<file path="src/rtl/uart_prog_loader.sv">
// Serial program loader: receives a SYNC/LEN/DATA/CSUM frame from a UART receiver,
// writes the payload to program memory and replies with ACK or NAK.
module uart_prog_loader #(
    parameter int          ADDR_WIDTH     = 16,
    parameter logic [7:0]  SYNC_BYTE      = 8'hA5,
    parameter logic [7:0]  ACK_BYTE       = 8'h06,
    parameter logic [7:0]  NAK_BYTE       = 8'h15,
    parameter int          TIMEOUT_CYCLES = 1_000_000
) (
    input  logic                  clk,
    input  logic                  rst,
    input  logic                  rx_done,
    input  logic [7:0]            rx_byte,
    input  logic                  tx_done,
    output logic [7:0]            tx_byte,
    output logic                  tx_send,
    output logic                  mem_we,
    output logic [ADDR_WIDTH-1:0] mem_addr,
    output logic [7:0]            mem_data,
    output logic                  busy,
    output logic                  loaded,
    output logic                  error
);

    localparam int TW = $clog2(TIMEOUT_CYCLES + 1);

    typedef enum logic [2:0] {
        S_IDLE, S_LEN_HI, S_LEN_LO, S_DATA, S_CSUM, S_SEND, S_WAIT_TX
    } state_t;

    state_t                r_state;
    logic [7:0]            r_len_hi;
    logic [15:0]           r_len;
    logic [15:0]           r_cnt;
    logic [7:0]            r_sum;
    logic [TW-1:0]         r_tmo;
    logic                  r_ack;
    logic [7:0]            r_tx_byte;
    logic                  r_tx_send;
    logic                  r_mem_we;
    logic [ADDR_WIDTH-1:0] r_mem_addr;
    logic [7:0]            r_mem_data;
    logic                  r_loaded;
    logic                  r_error;

    logic w_active;
    logic w_timeout;

    // The inter-byte watchdog only runs while a frame is being received.
    assign w_active  = (r_state == S_LEN_HI) || (r_state == S_LEN_LO) ||
                       (r_state == S_DATA)   || (r_state == S_CSUM);
    // A byte arriving on the expiry cycle still counts, so rx_done masks the timeout.
    assign w_timeout = w_active && !rx_done && (r_tmo == TW'(TIMEOUT_CYCLES - 1));

    always_ff @(posedge clk or posedge rst) begin
        if (rst) begin
            r_state    <= S_IDLE;
            r_len_hi   <= '0;
            r_len      <= '0;
            r_cnt      <= '0;
            r_sum      <= '0;
            r_tmo      <= '0;
            r_ack      <= 1'b0;
            r_tx_byte  <= '0;
            r_tx_send  <= 1'b0;
            r_mem_we   <= 1'b0;
            r_mem_addr <= '0;
            r_mem_data <= '0;
            r_loaded   <= 1'b0;
            r_error    <= 1'b0;
        end else begin
            r_tx_send <= 1'b0;
            r_mem_we  <= 1'b0;
            r_error   <= 1'b0;

            if (w_active)
                r_tmo <= rx_done ? '0 : r_tmo + TW'(1);
            else
                r_tmo <= '0;

            if (w_timeout) begin
                r_state <= S_IDLE;
                r_error <= 1'b1;
            end else begin
                case (r_state)
                    S_IDLE: if (rx_done && rx_byte == SYNC_BYTE) begin
                        r_state  <= S_LEN_HI;
                        r_loaded <= 1'b0;
                        r_sum    <= '0;
                        r_cnt    <= '0;
                    end
                    S_LEN_HI: if (rx_done) begin
                        r_len_hi <= rx_byte;
                        r_state  <= S_LEN_LO;
                    end
                    S_LEN_LO: if (rx_done) begin
                        r_len   <= {r_len_hi, rx_byte};
                        r_state <= ({r_len_hi, rx_byte} == 16'd0) ? S_CSUM : S_DATA;
                    end
                    S_DATA: if (rx_done) begin
                        r_mem_we   <= 1'b1;
                        r_mem_data <= rx_byte;
                        r_mem_addr <= ADDR_WIDTH'(r_cnt);
                        r_sum      <= r_sum + rx_byte;
                        r_cnt      <= r_cnt + 16'd1;
                        if (r_cnt == r_len - 16'd1)
                            r_state <= S_CSUM;
                    end
                    S_CSUM: if (rx_done) begin
                        r_ack     <= (rx_byte == r_sum);
                        r_tx_byte <= (rx_byte == r_sum) ? ACK_BYTE : NAK_BYTE;
                        r_tx_send <= 1'b1;
                        r_state   <= S_SEND;
                    end
                    S_SEND: r_state <= S_WAIT_TX;
                    S_WAIT_TX: if (tx_done) begin
                        r_state  <= S_IDLE;
                        r_loaded <= r_ack;
                        r_error  <= !r_ack;
                    end
                    default: r_state <= S_IDLE;
                endcase
            end
        end
    end

    assign tx_byte  = r_tx_byte;
    assign tx_send  = r_tx_send;
    assign mem_we   = r_mem_we;
    assign mem_addr = r_mem_addr;
    assign mem_data = r_mem_data;
    assign busy     = (r_state != S_IDLE);
    assign loaded   = r_loaded;
    assign error    = r_error;

endmodule
</file>
<file path="config.mk">
export PLATFORM = sky130hd
export DESIGN_NAME = uart_prog_loader
export DESIGN_NICKNAME = d
export VERILOG_FILES = /design/src/rtl/uart_prog_loader.sv
export SDC_FILE = /design/constraint.sdc
export NUM_CORES = 1
export LEC_CHECK = 0
export CAP_MARGIN = 30
export CORE_MARGIN = 1
export CORE_UTILIZATION = 45
export CTS_BUF_LIST = sky130_fd_sc_hd__clkbuf_16
export DETAILED_ROUTE_END_ITERATION = 8
export PLACE_DENSITY_LB_ADDON = 0.2
export SLEW_MARGIN = 20
export SYNTH_ARGS = -nofsm -noshare
export SYNTH_HDL_FRONTEND = slang
export SYNTH_SLANG_ARGS = --single-unit
</file>
<file path="constraint.sdc">
create_clock -name clk -period 7.36 [get_ports clk]
set_input_delay 1.84 -clock clk [delete_from_list [all_inputs] [get_ports clk]]
set_output_delay 1.84 -clock clk [all_outputs]
set_load 0.01 [all_outputs]
</file>
## After elaboration in Yosys (flattened, before gate mapping)

Index checks and enable logic that the tools add are counted.

- Register bits: 108
- Word-level logic and storage cells: 89
- Output and inout port bits: 37

- Equality and inequality tests: 20
- Bitwise gates (word level): 1
- $add $sub $neg: 4
- Reductions and logical operators: 20
- Mux-type cells: 30

Operators by type and width:

| kind | number |
|---|---|
| two-way mux 20 bit | 2 |
| two-way mux 16 bit | 2 |
| one-hot mux 16 bit (2 select lines) | 1 |
| two-way mux 3 bit | 9 |
| one-hot mux 3 bit (7 select lines) | 1 |
| adder 20 x 1 -> 20 bit (second input constant) | 1 |
| == test 20 bit (second input constant) | 1 |
| inequality test 3 bit (second input constant) | 6 |
| adder 16 x 1 -> 16 bit (second input constant) | 1 |
| == test 16 bit | 1 |
| zero test 16 bit | 1 |
| two-way mux 8 bit | 2 |
| one-hot mux 8 bit (2 select lines) | 1 |
| subtractor 16 x 1 -> 16 bit (second input constant) | 1 |
| AND reduction 3 bit | 4 |
| two-way mux 1 bit | 10 |
| == test 3 bit (second input constant) | 3 |
| adder 8 bit | 1 |
| == test 8 bit | 1 |
| == test 8 bit (second input constant) | 1 |
| AND reduction 4 bit | 2 |
| AND reduction 7 bit | 1 |
| == test 3 x 2 -> 1 bit (second input constant) | 2 |
| inequality test 2 bit (second input constant) | 3 |
| 11 further kinds | 17 |

## Longest topological paths before layout

- Depth in word-level cells: 8
- Mapped depth: 10

## Least setup slack after synthesis

Ideal clock, no wire load.

- Kind: in2reg
- From: in rx_byte[1]
- To: reg r_cnt[13]
- Required time: 7.282 ns
- Path slack: 3.727 ns
- Buffers on the path: 0
- Cell stages on the path: 6
- Arrival time: 3.555 ns
- Path through: or4_4 nor4_4 o21a_2 nand4_4 or3_1 a21oi_1

- Word-level cells in the longest chain between the ends: 4

Ends and longest elaborated chain:

| what | line | RTL |
|---|---|---|
| start: declaration | 13 | `input logic [7:0] rx_byte,` |
| == test 8 bit | 86 | `S_IDLE: if (rx_done && rx_byte == SYNC_BYTE) begin` |
| logical AND 1 bit | 86 |  |
| inequality test 2 bit (no line) | - |  |
| AND reduction 4 bit (no line) | - |  |
| end signal: assignment | 105 | `r_cnt <= r_cnt + 16'd1;` |
| end: declaration | 34 | `logic [15:0] r_cnt;` |

Every way passes these cells.
A chain may end at the register's enable or synchronous reset.

## Final worst setup path

- From: in rx_byte[1]
- To: reg r_cnt[10]

The elaborated chain is that of the path after synthesis.

==> results summary <==
The run finished with clean final reports. The cell type group with the largest total delay on the critical path is simple AND/OR/NAND/NOR gates. The total via count after detailed routing came out at 3963. The biggest cell delay along the critical path came out at 640 ps. The power density relative to cell area came out at 364.8 nW/µm². In the final timing run, aggregate negative setup slack is 0 ps.

The die is 109.8 µm tall. The number of top-level pins is 49. The worst setup path is launched from a primary input. The post-route antenna net violation count is 0. The maximum number of pins on one net before global-route repair came out at 62. The detailed-route DRC error count is 0. The buffering stage count on the worst path with inverters included is 2.

The ratio of final minimum period to clock period came out at 57.73%. In the final routed layout, each cell accounts on average for 15.18 µm. The worst clock skew came out at 5.893 ps. Cells with a size suffix above 1 make up 9.231% of the layout. The global route total overflow came out at 0. The total routing usage reported by global routing came out at 20.32%. The clock reaches the later pin of the worst-skew pair after 350 ps.

The total CTS buffers came out at 9. The detailed placement HPWL is 7.779 mm. The most common cell in the synthesized netlist is nand2_1. The static leakage is 2.659 nW. In this run the worst hold path is classified as reg -> reg.

For the worst setup path, the data arrival time is 4520 ps. The worst slew margin relative to its limit is 44.36%. The post-detailed-route via-to-cell ratio is 5.444. For this run, the register share of the synthesized area comes to 48.78%. The cell taking the most area after synthesis is dfrtp_1. In this run, synthesis produced a sequential element count of 102. The number of buffers inserted by hold repair at cts came out at 0. The largest individual stage delay along the critical path comes from the cell or4_4. The deepest clock path buffer count came out at 2. The floorplan step defined a die boundary enclosing 12060 µm². The average size of a mapped cell came out at 9.566 µm².

The number of max-slew violations in the final report came out at 0. The count of routing violations after the opening detailed-route iteration came out at 237. Synthesis handed over a netlist of 547 instances. The post-cts sizing count is 0. Relative to the synthesized area, the layout overhead comes to 16.95%. The fraction of registers with async set or reset after synthesis is 100.0%. The post-layout utilization of the core came out at 53.82%. The slew at the pin closest to its max-slew limit is 832.7 ps.

Setup repair after global routing left no endpoint under its margin. The via count of the first global-routing pass is 3830. The number of enable-type register cells in the synthesized netlist came out at 0. The number of synthesis warnings is 0. In the synthesized netlist the dominant register cell turns out to be dfrtp_1. The site row count came out at 39. The die width came out at 109.8 µm.

STA classifies the critical path endpoint as a flop. The initial core utilization came out at 46.02%. The first global-routing pass estimated 18.71 mm of wire.

The final critical-path required period came out at 4249 ps. TritonCTS built the clock tree. The total wire length came out at 11.05 mm. The worst setup path is of the in -> reg kind. The number of antenna violations at the first check in global routing is 0. By count the netlist is led by 103 x nand2_1, 102 x dfrtp_1, 48 x nor2_1.

The iteration count of the initial detailed-routing pass is 4. The required time of the critical path came out at 7630 ps. The worst ir drop on vdd is 175.2 µV. The cell area after placement came out at 5762 µm².

Of the post-synthesis cell area, the dominant cell type holds 48.78%. The netlist area before placement came out at 5233 µm². The clock sink count came out at 102. Summing all non-filler instances in the final layout gives an area of 6120 µm².

Ranked by total cell area, the synthesized netlist is headed by dfrtp_1 49%, nand2_1 7.4%, mux2_2 4.5%, xor2_1 4.5%, xnor2_1 4.4%. The maximum clock frequency is 0.2354 GHz. The maximum fanout encountered on the critical timing path is 25. The number of nets in the final layout came out at 604. The count of port buffers added during placement is 44.

In this run the clock root is driven by a clkbuf_16. The number of setup violations in the final report is 0. The repair_antennas step left the layout with diodes totalling 0. The reported max-cap violation count came out at 0.

After clock tree synthesis, the clock-pin slew on the worst setup and hold paths is 60 ps. The core region area is 11370 µm². Once the clock tree was built, the setup fixing pass inserted 0 buffers.

The number of H-tree branching levels is 3. The count of final hold-check violations came out at 0. The number of different library cells in the post-synthesis netlist is 58.

Traced cell by cell, the critical path runs through clkdlybuf4s50_1, or4_4, nor4_4, buf_4, o21a_2, nand3_1, or3_1, a21oi_1. The global placer's final weighted congestion is 0.8228.
area by class of cell:
cell class / instances / area, µm²
inverter: 13 / 51.30
multi-input combinational: 405 / 2511
sequential: 102 / 2552
clock buffer: 9 / 225.2
clock inverter: 6 / 102.6
timing repair buffer: 50 / 498.0
tap: 143 / 178.9
fill: 1008 / 5250
cells in the final DEF (no fill, tap or decap), types with 2 or more instances in the layout:
cell type	count
a21o_1	2
a21oi_1	14
and2_1	2
and3_1	4
buf_4	3
buf_8	2
bufinv_16	3
clkbuf_16	9
clkdlybuf4s50_1	44
conb_1	4
dfrtp_1	102
ha_1	10
inv_1	13
mux2_2	21
nand2_1	103
nand3_1	18
nand3b_1	5
nand4_1	12
nor2_1	48
nor2b_1	2
nor3_1	15
nor3b_1	3
nor4_1	5
nor4_4	2
nor4b_1	4
o21ai_0	26
o21bai_1	2
o22ai_1	9
or2_2	3
or3_1	7
or3b_2	2
or4_1	3
xnor2_1	26
xor2_1	27
worst register-to-register path: cells and delay by family (launching register included):
kind                   cells  cell delay [ps]
AND/OR/NAND/NOR            4             1390
buffers and inverters      2              520
flip-flops                 1              480
AO/OA/AOI/OAI              2              340
path summary, 6_finish.rpt:
path	start	to	slack (ps)	cells past startpoint
min	mem_addr[7]	mem_addr[7]	470	2
max in group asynchronous	rst	r_cnt[12]	4340	3
min in group asynchronous	rst	tx_send	1880	2
max	rx_byte[1]	r_cnt[10]	3110	8
max reg2reg	r_state[2]	r_cnt[10]	4550	8
min reg2reg	mem_addr[7]	mem_addr[7]	470	2
flip-flops by register name, indices dropped and copies added, names as in the netlist:
name,flops
r_tmo,20
mem_addr,16
r_cnt,16
r_len,16
mem_data,8
r_len_hi,8
r_sum,8
r_state,3
tx_byte,3
error,1
loaded,1
mem_we,1
tx_send,1
metrics by stage:
step,setup slack (ps),power (mW),instances,hold slack [ps]
global route,2935,2.386,728,498.4
floorplan,2845,1.454,550,454.6
global placement,2457,1.670,710,458.1
CTS,2739,2.236,726,475.6
finish,3111,2.232,728,472.0
detailed placement,2384,1.698,711,454.5
logic make-up after synthesis:
group / count (synthesis) / synth area share [%]
adders and majority gates: 11 / 2.774
AOI/OAI and AO/OA: 69 / 8.130
buffers and inverters: 43 / 3.539
other: 1 / 0.07167
DFF: 102 / 48.78
muxes: 22 / 4.711
and+or+nand+nor: 246 / 23.12
xor gates and xnor gates: 53 / 8.871
routing by layer:
layer | up-vias | GRT usage, % | part of all wire (%)
li1 | 1936 | - | -
met1 | 1943 | 26.71 | 47
met2 | 67 | 32.95 | 48
met3 | 17 | 3.379 | 3.1
met4 | 0 | 8.857 | 2.1
met5 | - | 0 | 0
where the power goes:
group	switching [mW]	internal [mW]
Clock	0.200	0.327
Combinational	0.403	0.395
Sequential	0.188	0.720
Total	0.791	1.44
Note: power is estimated with default switching activity, not from simulation.
